**config.mk**
```make
export PLATFORM = sky130hd
export DESIGN_NAME = score_bcd_combo
export DESIGN_NICKNAME = d
export VERILOG_FILES = /design/src/rtl/score_bcd_combo.sv
export SDC_FILE = /design/constraint.sdc
export NUM_CORES = 1
export LEC_CHECK = 0
export CAP_MARGIN = 30
export CORE_MARGIN = 4
export CORE_UTILIZATION = 31
export CTS_CLUSTER_DIAMETER = 60
export DETAILED_ROUTE_END_ITERATION = 8
export MAX_ROUTING_LAYER = met4
export PLACE_DENSITY = 0.53
export SLEW_MARGIN = 20
export SYNTH_ARGS = -nofsm -noshare
export SYNTH_HDL_FRONTEND = slang
export SYNTH_SLANG_ARGS = --single-unit
export TNS_END_PERCENT = 100
```
**constraint.sdc**
```tcl
create_clock -name clk -period 3 [get_ports clk]
set_input_delay 0.45 -clock clk [delete_from_list [all_inputs] [get_ports clk]]
set_output_delay 0.45 -clock clk [all_outputs]
set_load 0.05 [all_outputs]
```
**src/rtl/score_bcd_combo.sv**
```systemverilog
// Piano-tiles score engine: combo/multiplier tracking, saturating BCD score and a persistent high score.
// Optional SCORE_HEX_EN macro adds registered active-low 7-segment decoders on seg.
module score_bcd_combo #(
  parameter int DIGITS     = 4,
  parameter int COMBO_STEP = 8,
  parameter int MAX_MULT   = 4,
  parameter int PEND_W     = 6
) (
  input  logic                  clk,
  input  logic                  reset,
  input  logic                  start,
  input  logic                  game_over,
  input  logic                  beat_tick,
  input  logic                  hit,
  input  logic                  miss,
  output logic [4*DIGITS-1:0]   score_bcd,
  output logic [4*DIGITS-1:0]   high_bcd,
  output logic [7:0]            combo,
  output logic [3:0]            mult,
  output logic                  running,
  output logic                  busy,
  output logic                  saturated,
  output logic                  new_high,
  output logic [7*DIGITS-1:0]   seg
);

  typedef enum logic [1:0] {IDLE, RUN, DRAIN, OVER} state_t;

  localparam int SUM_W = PEND_W + 5;
  localparam logic [SUM_W-1:0] PEND_MAX = {5'd0, {PEND_W{1'b1}}};

  state_t                state_q, state_d;
  logic [4*DIGITS-1:0]   score_q, score_d, high_q, high_d;
  logic [4*DIGITS-1:0]   score_inc, all_nines;
  logic [7:0]            combo_q, combo_d;
  logic [PEND_W-1:0]     pend_q, pend_d;
  logic                  new_high_q, new_high_d;
  logic [7:0]            level;
  logic [3:0]            mult_w;
  logic                  hit_ev, miss_ev, pend_nz, score_full, carry;
  logic [SUM_W-1:0]      pend_sum;

  always_ff @(posedge clk or posedge reset) begin
    if (reset) state_q <= IDLE;
    else       state_q <= state_d;
  end

  always_comb begin
    state_d = state_q;
    unique case (state_q)
      IDLE, OVER: if (start)     state_d = RUN;
      RUN:        if (game_over) state_d = DRAIN;
      DRAIN:      if (!pend_nz)  state_d = OVER;
      default:                   state_d = IDLE;
    endcase
  end

  always_comb begin
    running   = (state_q == RUN);
    busy      = pend_nz;
    saturated = score_full;
    new_high  = new_high_q;
    score_bcd = score_q;
    high_bcd  = high_q;
    combo     = combo_q;
    mult      = mult_w;
  end

  always_comb begin
    level = 8'(combo_q / COMBO_STEP);
    if (level >= 8'(MAX_MULT - 1)) mult_w = 4'(MAX_MULT);
    else                           mult_w = level[3:0] + 4'd1;
  end

  // A beat with neither hit nor miss counts as a miss, and miss wins over hit.
  always_comb begin
    hit_ev     = (state_q == RUN) && beat_tick && hit && !miss;
    miss_ev    = (state_q == RUN) && beat_tick && !(hit && !miss);
    pend_nz    = (pend_q != '0);
    all_nines  = '0;
    for (int unsigned i = 0; i < DIGITS; i++) all_nines[4*i +: 4] = 4'd9;
    score_full = (score_q == all_nines);
  end

  always_comb begin
    score_inc = score_q;
    carry     = 1'b1;
    for (int unsigned i = 0; i < DIGITS; i++) begin
      if (carry) begin
        if (score_q[4*i +: 4] == 4'd9) begin
          score_inc[4*i +: 4] = 4'd0;
        end else begin
          score_inc[4*i +: 4] = score_q[4*i +: 4] + 4'd1;
          carry = 1'b0;
        end
      end
    end
  end

  always_comb begin
    score_d    = score_q;
    combo_d    = combo_q;
    high_d     = high_q;
    new_high_d = 1'b0;
    pend_sum   = SUM_W'(pend_q) + (hit_ev ? SUM_W'(mult_w) : '0) - SUM_W'(pend_nz);
    pend_d     = (pend_sum > PEND_MAX) ? '1 : pend_sum[PEND_W-1:0];
    if (pend_nz && !score_full) score_d = score_inc;
    if (hit_ev && combo_q != 8'hFF) combo_d = combo_q + 8'd1;
    if (miss_ev) combo_d = '0;
    // Score is final on the DRAIN->OVER transition, so the compare happens there.
    if (state_q == DRAIN && !pend_nz && score_q > high_q) begin
      high_d     = score_q;
      new_high_d = 1'b1;
    end
    if ((state_q == IDLE || state_q == OVER) && start) begin
      score_d = '0;
      combo_d = '0;
      pend_d  = '0;
    end
  end

  always_ff @(posedge clk or posedge reset) begin
    if (reset) begin
      score_q    <= '0;
      high_q     <= '0;
      combo_q    <= '0;
      pend_q     <= '0;
      new_high_q <= 1'b0;
    end else begin
      score_q    <= score_d;
      high_q     <= high_d;
      combo_q    <= combo_d;
      pend_q     <= pend_d;
      new_high_q <= new_high_d;
    end
  end

`ifdef SCORE_HEX_EN
  logic [7*DIGITS-1:0] seg_q, seg_d;

  function automatic logic [6:0] hex7(input logic [3:0] d);
    case (d)
      4'd0:    hex7 = 7'b1000000;
      4'd1:    hex7 = 7'b1111001;
      4'd2:    hex7 = 7'b0100100;
      4'd3:    hex7 = 7'b0110000;
      4'd4:    hex7 = 7'b0011001;
      4'd5:    hex7 = 7'b0010010;
      4'd6:    hex7 = 7'b0000010;
      4'd7:    hex7 = 7'b1111000;
      4'd8:    hex7 = 7'b0000000;
      4'd9:    hex7 = 7'b0010000;
      default: hex7 = 7'b1111111;
    endcase
  endfunction

  always_comb begin
    seg_d = '1;
    for (int unsigned i = 0; i < DIGITS; i++) seg_d[7*i +: 7] = hex7(score_q[4*i +: 4]);
  end

  always_ff @(posedge clk or posedge reset) begin
    if (reset) seg_q <= '1;
    else       seg_q <= seg_d;
  end

  assign seg = seg_q;
`else
  assign seg = '1;
`endif

endmodule

```
Word level (Yosys, flattened, before mapping)
Cells that the tools add are included.
{"block": "op_classes", "add_sub_neg": 8, "magnitude_cmp": 3, "eq_ne": 12, "muxes": 26, "n_reduce_logical": 27}
{"cell": "4-bit two-way mux", "n": 9}
{"cell": "16-bit two-way mux", "n": 2}
{"cell": "8-bit two-way mux", "n": 3}
{"cell": "4-bit by 1-bit adder with 4-bit output (second input constant)", "n": 5}
{"cell": "16-bit equality test (second input constant)", "n": 1}
{"cell": "4-bit equality test (second input constant)", "n": 4}
{"cell": "16-bit > comparator", "n": 1}
{"cell": "6-bit two-way mux", "n": 2}
{"cell": "11-bit by 6-bit > comparator with 1-bit output (second input constant)", "n": 1}
{"cell": "1-bit logical AND", "n": 10}
{"cell": "8-bit by 1-bit adder with 8-bit output (second input constant)", "n": 1}
{"cell": "8-bit != test (second input constant)", "n": 1}
{"cell": "2-bit nonzero test", "n": 4}
{"cell": "7-bit by 1-bit subtractor with 8-bit output", "n": 1}
{"cell": "6-bit by 4-bit adder with 7-bit output", "n": 1}
{"cell": "1-bit two-way mux", "n": 6}
{"cell": "2-bit two-way mux", "n": 3}
{"cell": "2-bit != test (second input constant)", "n": 3}
{"cell": "2-bit one-hot mux with 3 select lines", "n": 1}
{"cell": "2-bit AND reduction", "n": 3}
{"cell": "6-bit nonzero test", "n": 1}
{"cell": "5-bit by 2-bit >= comparator with 1-bit output (second input constant)", "n": 1}
{"cell": "2-bit equality test (second input constant)", "n": 2}
{"cell": "1-bit zero test", "n": 4}
{"cell": "6 further kinds", "n": 6}
{"block": "totals", "ff_bits": 49, "input_bits": 7}

Longest topological paths before layout
Gate-level depths: netlist (run 1).
{"block": "logic_depth", "depth_word": 10, "depth_mapped": 14, "ltp_nobuf": 14}

Least setup slack after synthesis (run 1)
No wires, ideal clock.
{"block": "synth_timing", "kind": "register to register", "from": "reg combo_q[3], in the netlist combo[3]", "to": "reg pend_q[4]", "setup_ns": 0.119, "t_arrival_ns": 4.393, "setup_slack_ns": -1.512, "path_stages_with_launch": 15, "path_buffers": 0, "period_less_slack_ns": 4.512, "cell_sequence": "dfrtp_1 ha_1 nor4_1 nand2_1 nor2_1 nand2_1 ha_1 inv_1 ha_1 fa_1 a211oi_1 o21ai_0 o2111ai_1 a21bo_2 o21a_1"}
{"block": "synth_via", "elab_chain_cells": 8, "word_cells_on_any_way": 9, "cone_classes": "add/sub: 3; order compare: 2; mux: 4"}
{"item": "from (decl)", "line_no": "35", "text": "logic [7:0] combo_q, combo_d;"}
{"item": "from (signal assigned)", "line_no": "132", "text": "combo_q <= combo_d;"}
{"item": "4-bit by 1-bit adder with 4-bit output or 5-bit by 2-bit >= comparator with 1-bit output (tied branches)", "line_no": "72, 71"}
{"item": "4-bit two-way mux (*)", "line_no": "71", "text": "if (level >= 8'(MAX_MULT - 1)) mult_w = 4'(MAX_MULT);"}
{"item": "named net mult[2]", "line_no": "19", "text": "output logic [3:0] mult,"}
{"item": "4-bit two-way mux (*)", "line_no": "105", "text": "pend_sum = SUM_W'(pend_q) + (hit_ev ? SUM_W'(mult_w) : '0) - SUM_W'(pend_nz);"}
{"item": "6-bit by 4-bit adder with 7-bit output (*)", "line_no": "105"}
{"item": "7-bit by 1-bit subtractor with 8-bit output (*)", "line_no": "105"}
{"item": "11-bit by 6-bit > comparator with 1-bit output", "line_no": "106", "text": "pend_d = (pend_sum > PEND_MAX) ? '1 : pend_sum[PEND_W-1:0];"}
{"item": "6-bit two-way mux (*)", "line_no": "106"}
{"item": "6-bit two-way mux (*)", "line_no": "115", "text": "if ((state_q == IDLE || state_q == OVER) && start) begin"}
{"item": "named net pend_d[4]", "line_no": "36", "text": "logic [PEND_W-1:0] pend_q, pend_d;"}
{"item": "to (signal assigned)", "line_no": "133", "text": "pend_q <= pend_d;"}
{"item": "to (decl)", "line_no": "36"}
Mark *: on every way through the listed nets, which the timed path passes. The rest lies on a longest branch.
A chain may end at the register's enable or synchronous reset.

Worst setup path after layout (run 1)
{"block": "layout_timing", "from": "reg combo_q[3], in the netlist combo[3]", "to": "reg pend_q[3]"}
{"block": "layout_via", "elab_chain_cells": 8, "word_cells_on_any_way": 9, "cone_classes": "add/sub: 3; order compare: 2; mux: 4"}
{"item": "4-bit by 1-bit adder with 4-bit output or 5-bit by 2-bit >= comparator with 1-bit output (tied branches)", "line_no": "72, 71"}
{"item": "4-bit two-way mux (*)", "line_no": "71"}
{"item": "4-bit two-way mux (*)", "line_no": "105"}
{"item": "6-bit by 4-bit adder with 7-bit output (*)", "line_no": "105"}
{"item": "7-bit by 1-bit subtractor with 8-bit output (*)", "line_no": "105"}
{"item": "11-bit by 6-bit > comparator with 1-bit output", "line_no": "106"}
{"item": "6-bit two-way mux (*)", "line_no": "106"}
{"item": "6-bit two-way mux (*)", "line_no": "115"}
{"item": "named net pend_d[3]", "line_no": "36"}
Marks and branches as above.

==> summary.md, run 1 <==
| Metric | Value |
|---|---|
| Sequential cell area fraction in the yosys report | 0.358 |
| TNS Setup | -0.284 ns |
| TritonRoute pass-1 iters | 4 |
| Top cells by area, synth | dfrtp_1 (36%), ha_1 (15%), buf_4 (6.4%) |
| Vias in the first global route | 2725 |
| First-pass GRT wire length | 13100 um |
| Layout Utilization | 0.410 |
| Worst Hold Class | input port to asynchronous set/reset pin |
| Worst path most repeated cell | ha_4 |
| Post-synth top cells | dfrtp_1 (49), inv_1 (44), ha_1 (40), nand2_1 (30), buf_4 (29) |
| Pre-CTS setup slack | -0.240 ns |
| Fin crit period | 3.07 ns |
| DP Area | 4300 um2 |
| # IOs | 83 |
| Slowest-stage cell, CP | dfrtp_4 |
| Final hold vios | 0 |
| Most instantiated library cell after synthesis | dfrtp_1 |
| Final-stage net count | 494 |
| Clock transition at path regs | about 0.1 ns |
| Max Fclk | 0.326 GHz |
| CTS tree | built |
| HPWL Detailed | roughly 6100 um |
| Count of standard-cell rows | 38 |
| H-tree levels | 2 |
| Wire per inst | 13.3 um |
| Total global routing overflow | 0 |
| Max VDD drop | 485 uV |
| Ys Warns | 0 |
| Gp weighted congestion | 0.801 |
| Worst setup EP type | flip-flop |
| Distinct cell type count after synthesis | 55 |
| Worst Max-Slew Pin Slew | between 0.6 and 0.7 ns |
| Initial core utilization | 0.316 |
| Area growth syn-to-layout | 29.6% |
| Layout Skew | 0.0157 ns |
| Die area | 12800 um2 |
| Antenna Violating Nets Remaining | 0 |
| Final worst path period share | 1.02 |
| DR DRC count | 0 |
| Min Hold Slack | 0.493 ns |
| # port buffers | 53 |
| Total track usage | 0.128 |
| Max-Cap Viols | 0 |
| Leak | 2.06 nW |
| Core area | 10800 um2 |
| Post-synth top area share | 0.358 |
| WL final | just under 8000 um |
| Avg Synthesized Cell Area | approximately 9.5 um2 |
| Post-synthesis register bit count | 49 |
| Crit-path leading delay family | compound AO/OA/AOI/OAI gates |
| Post-synth top flop | dfrtp_1 |
| Failing checks | setup timing |
| Buffer and inverter count on the worst path | 1 |
| 1st-iter DRT viols | 62 |
| Vias | 2766 |
| Mapped Cells | 360 |
| Worst-path fanout max | 5 |
| Largest net degree at the start of global routing | 22 |
| Arr. time, crit path | ~3.3 ns |
| Worst skew pair latency | just over 0.3 ns |
| Clock buffer depth | 2 |
| Antenna violations before repair | 0 |
| Slew HR | 0.566 |
| Status | finished, violations left |
| Dominant cell type by area after synthesis | dfrtp_1 |
| Number of synthesized flops with an enable pin | 0 |
| Final count of negative-setup-slack endpoints | 5 |
| Fraction of layout cells with a size suffix above 1 | 0.174 |
| Num CTS Buffers | 5 |
| Fillers | 1102 |
| Cell area after layout | 4440 um2 |
| Ant. Diodes | 0 |
| CP Class | flip-flop to flip-flop |
| Cells after DPL | 575 |
| Worst path cell trace | ha_4 > nor4_4 > nand2_4 > nor2_4 > nand2_1 > ha_1 > inv_2 > ha_4 > fa_2 > a211oi_2 > o21ai_1 > o2111ai_2 > a21bo_4 > o21a_1 |
| Mapped Area | 3430 um2 |
| Final Max Slew Viols | 0 |
| Setup crit start kind | flip-flop |
| Drt via density | 4.71 |
| Root Driver | clkbuf_8 |
| Power Total | 3.75 mW |
| Max incr delay on CP | 0.50 ns |
| Hold Buf Count CTS | 0 |
| Die H | between 100 and 150 um |
| Ys async rst share | 1.00 |
| Final setup margin | -0.0673 ns |
| CTS sink cnt | 49 |
| Pwr per Cell Area | about 840 nW/um2 |
| CP Data Required Time | around 3.2 ns |
| RSZ-0062 raised after global routing | yes |
| Final std cells w/o fill | 587 |
| Chip Width | 113 um |
[metal layers]
metal  GRT usage  routed length, um  part of all wire
met3      0.0209                312             0.040
met2       0.218               3830              0.49
met1       0.161               3610              0.46
met5           -                  0                 0
met4      0.0264                 33            0.0042
[logic make-up (layout without fill, tap and decap cells)]
logic type | count (synthesis) | count (layout) | share of synthesized area
AND/OR/NAND/NOR | 101 | 101 | 0.160
buffers and inverters | 77 | 136 | 0.118
AO/OA/AOI/OAI | 65 | 65 | 0.130
flip-flops | 49 | 49 | 0.358
adder cells (fa/ha/maj) | 41 | 41 | 0.152
multiplexers | 17 | 17 | 0.0595
XOR/XNOR | 8 | 8 | 0.0204
other | 2 | 30 | 0.00219
[final timing paths]
check | from | endpoint | slack, ns | depth (start not counted)
setup / recovery | combo[3] | pend_q[3] | -0.07 | 14
hold / removal | reset | state_q[1] | 0.49 | 2
setup reg to reg | combo[3] | pend_q[3] | -0.07 | 14
hold reg to reg | high_bcd[7] | high_bcd[7] | 0.54 | 1
max in group asynchronous | reset | high_bcd[6] | 1.89 | 3
min in group clk | high_bcd[7] | high_bcd[7] | 0.54 | 1
[cell type report]
class                      instances  area [um2]  area share
inverter                          44         165      0.0372
tap                              140         175      0.0394
clock buffer                       5        68.8      0.0155
timing repair buffer              84         778       0.175
multi-input combinational        262        2000       0.450
sequential                        49        1230       0.278
clock inverter                     3        25.0     0.00563
[report_power, final]
part	switching, mW	total (mW)	internal (mW)
combinational	1.35	2.33	0.981
clock	0.252	0.421	0.169
sequential	0.184	1.00	0.816
[flip-flops by register name, summed over array words and instances, names as in the netlist]
name       count
combo          8
pend_q         6
score_bcd     16
high_bcd      16
state_q        2
new_high       1
[cells in the final DEF (no fill, tap or decap), types with 6 or more instances in the layout]
master / n
a21oi_1: 15
buf_4: 30
clkdlybuf4s50_1: 52
conb_1: 30
dfrtp_1: 45
ha_1: 38
inv_1: 41
mux2_2: 7
nand2_1: 29
nand3_1: 9
nor2_1: 15
nor2b_1: 6
o21ai_0: 16
xor2_1: 6
[worst reg2reg max path: cells and delay by family, from the launching register on]
kind	cells	cell delay (ns)
buf+inv	1	0.04
compound gates	5	0.98
fa+ha+maj	4	0.98
flops	1	0.50
simple gates	4	0.45
[what timing repair did]
item                       in CTS  in global routing
setup buffers                   4                  0
setup endpoints to repair       5                  7
pin swaps                       1                  0
resized for setup               1                  5
Power figures use the tool's default switching activity.
==> run 2, diff against run 1 <==
- CORE_UTILIZATION: 31 -> 45
- CTS_CLUSTER_SIZE: not set -> 12
- PLACE_DENSITY: 0.53 -> 0.74
==> run 2 against run 1 <==
  * Highest routed layer unchanged
  * The flow still finishes with violations (setup timing)
  * Design area down 0.25%
  * Hold slack worse by 0.0077 ns
  * Largest cell class unchanged
  * Total power up 4.3%
  * Sequential power about the same
  * Register-to-register slack worse by 0.02 ns
  * Combinational power up 3%
  * Clock-buffer cell count up 1
  * Core utilization up 19 points
==> summary.md, run 2 (synthesis results as in run 1) <==
| Metric | Value |
|---|---|
| Leak | 2.09 nW |
| Final worst path period share | 1.03 |
| Hold Buf Count CTS | 0 |
| Num CTS Buffers | 5 |
| Commonest non-fill, non-tap cell in the layout | clkdlybuf4s50_1 |
| Gp weighted congestion | approximately 0.9 |
| Final Max Slew Viols | 0 |
| Max VDD drop | 558 uV |
| Fin crit period | 3.09 ns |
| 1st-iter DRT viols | 65 |
| Core area | 7330 um2 |
| Count of standard-cell rows | 31 |
| Largest net degree at the start of global routing | 29 |
| Worst path cell trace | ha_4 > nor4_4 > nand2_4 > nor2_4 > nand2_1 > ha_1 > inv_2 > ha_4 > fa_2 > a211oi_2 > or4_4 > o2111ai_4 > nor3b_2 > a311oi_1 |
| Switch share | 0.461 |
| Initial core utilization | 0.468 |
| Total global routing overflow | 0 |
| Clock power frac | 0.127 |
| Layout Skew | 0.00599 ns |
| Arr. time, crit path | 3.28 ns |
| Psw | 1.80 mW |
| DR DRC count | 0 |
| TNS Setup | -0.453 ns |
| Combinational power share | 0.615 |
| Max Fclk | 0.324 GHz |
| Worst path most repeated cell | ha_4 |
| Final count of negative-setup-slack endpoints | 6 |
| TritonRoute pass-1 iters | 4 |
| Clock transition at path regs | 0.09 ns |
| HPWL Detailed | 6070 um |
| CTS tree | built |
| Worst setup EP type | flip-flop |
| Vias | 2797 |
| Most frequent cells in the layout | clkdlybuf4s50_1 (52), dfrtp_1 (45), inv_1 (41), ha_1 (38), buf_4 (32) |
| Min Hold Slack | 0.485 ns |
| Slowest-stage cell, CP | dfrtp_4 |
| # port buffers | between 50 and 60 |
| CTS sink cnt | 49 |
| H-tree levels | 2 |
| Max incr delay on CP | 0.49 ns |
| Antenna violations before repair | 0 |
| # IOs | 83 |
| Buffer and inverter count on the worst path | 1 |
| Final std cells w/o fill | 548 |
| Chip Width | 95.3 um |
| Final hold vios | 0 |
| RSZ-0062 raised after global routing | yes |
| Total track usage | 0.184 |
| Worst Hold Class | input port to asynchronous set/reset pin |
| Die area | 9080 um2 |
| Status | finished, violations left |
| Root Driver | clkbuf_8 |
| Pwr per Cell Area | roughly 880 nW/um2 |
| Drt via density | 5.10 |
| Cells after DPL | ~540 |
| Fraction of layout cells with a size suffix above 1 | 0.176 |
| Worst Max-Slew Pin Slew | 0.636 ns |
| Final-stage net count | 496 |
| Wire per inst | 14.0 um |
| Crit-path leading delay family | adder cells |
| Failing checks | setup timing |
| Worst-path fanout max | 3 |
| Max-Cap Viols | 0 |
| Vias in the first global route | between 2000 and 3000 |
| Die H | around 95 um |
| CP Data Required Time | 3.19 ns |
| Worst skew pair latency | approximately 0.3 ns |
| Reg power frac | 0.258 |
| Final setup margin | -0.0888 ns |
| CP Class | flip-flop to flip-flop |
| Power Total | 3.91 mW |
| First-pass GRT wire length | about 13000 um |
| Cell internal pwr | roughly 2.1 mW |
| Layout Utilization | 0.605 |
| Antenna Violating Nets Remaining | 0 |
| Slew HR | 0.574 |
| Ant. Diodes | 0 |
| WL final | between 7000 and 8000 um |
| Clock buffer depth | 2 |
| Setup crit start kind | flip-flop |
| Area growth syn-to-layout | 29.3% |
run 2: changes by cell type in the layout (fill, tap and decap cells not counted):
cell       before  now
inv_6           1    0
nor4_2          0    1
nor4_4          2    1
bufinv_16       0    1
o2111ai_4       0    1
a21oi_1        15   16
clkbuf_8        5    6
o2111ai_2       1    0
a21oi_2         1    0
clkinv_4        1    0
buf_4          30   32
run 2: layer usage:
metal	track usage	wire, um	vias to the layer above
met5	-	0	-
li1	-	-	1363
met2	0.304	3780	65
met1	0.241	3490	1360
met3	0.0253	341	9
met4	0.0433	77	0
run 2: through the flow:
| stage | instance area [um2] | setup slack (ns) |
|---|---|---|
| after floorplan | 3610 | -0.493 |
| after global placement | 4260 | -0.183 |
| after detailed placement | 4260 | -0.248 |
| after CTS | 4410 | -0.0694 |
| after global routing | 4430 | -0.240 |
| final | 4430 | -0.0888 |
run 2: final timing paths:
path / depth (start not counted) / end / from / slack, ns
hold / removal: 2 / high_bcd[6] / reset / 0.49
min in group clk: 1 / high_bcd[14] / high_bcd[14] / 0.54
hold reg to reg: 1 / high_bcd[14] / high_bcd[14] / 0.54
max in group asynchronous: 3 / combo[3] / reset / 1.97
setup reg to reg: 14 / pend_q[5] / combo[3] / -0.09
setup / recovery: 14 / pend_q[5] / combo[3] / -0.09
run 2: power by group through the flow:
stage                     logic [mW]  registers, mW  clock network [mW]
after CTS                       2.38           1.01               0.508
after global routing            2.68           1.03               0.536
final                           2.40           1.01               0.496
after floorplan                 1.33           1.29                   0
after detailed placement        2.33           1.02                   0
after global placement          2.25           1.01                   0
run 2: cell type report:
cell class / count / area [um2]
sequential: 49 / 1230
clock buffer: 6 / 82.6
timing repair buffer: 86 / 793
inverter: 44 / 165
tap: 99 / 124
multi-input combinational: 262 / 2000
fill: 597 / 2900
clock inverter: 2 / 37.5
run 2: repair_timing:
| action | 4_1_cts | 5_1_grt |
|---|---|---|
| setup buffers | 3 | 1 |
| pin swaps | 0 | 1 |
| gates resized for setup | 1 | 4 |
| endpoints found under the setup margin | 6 | 7 |
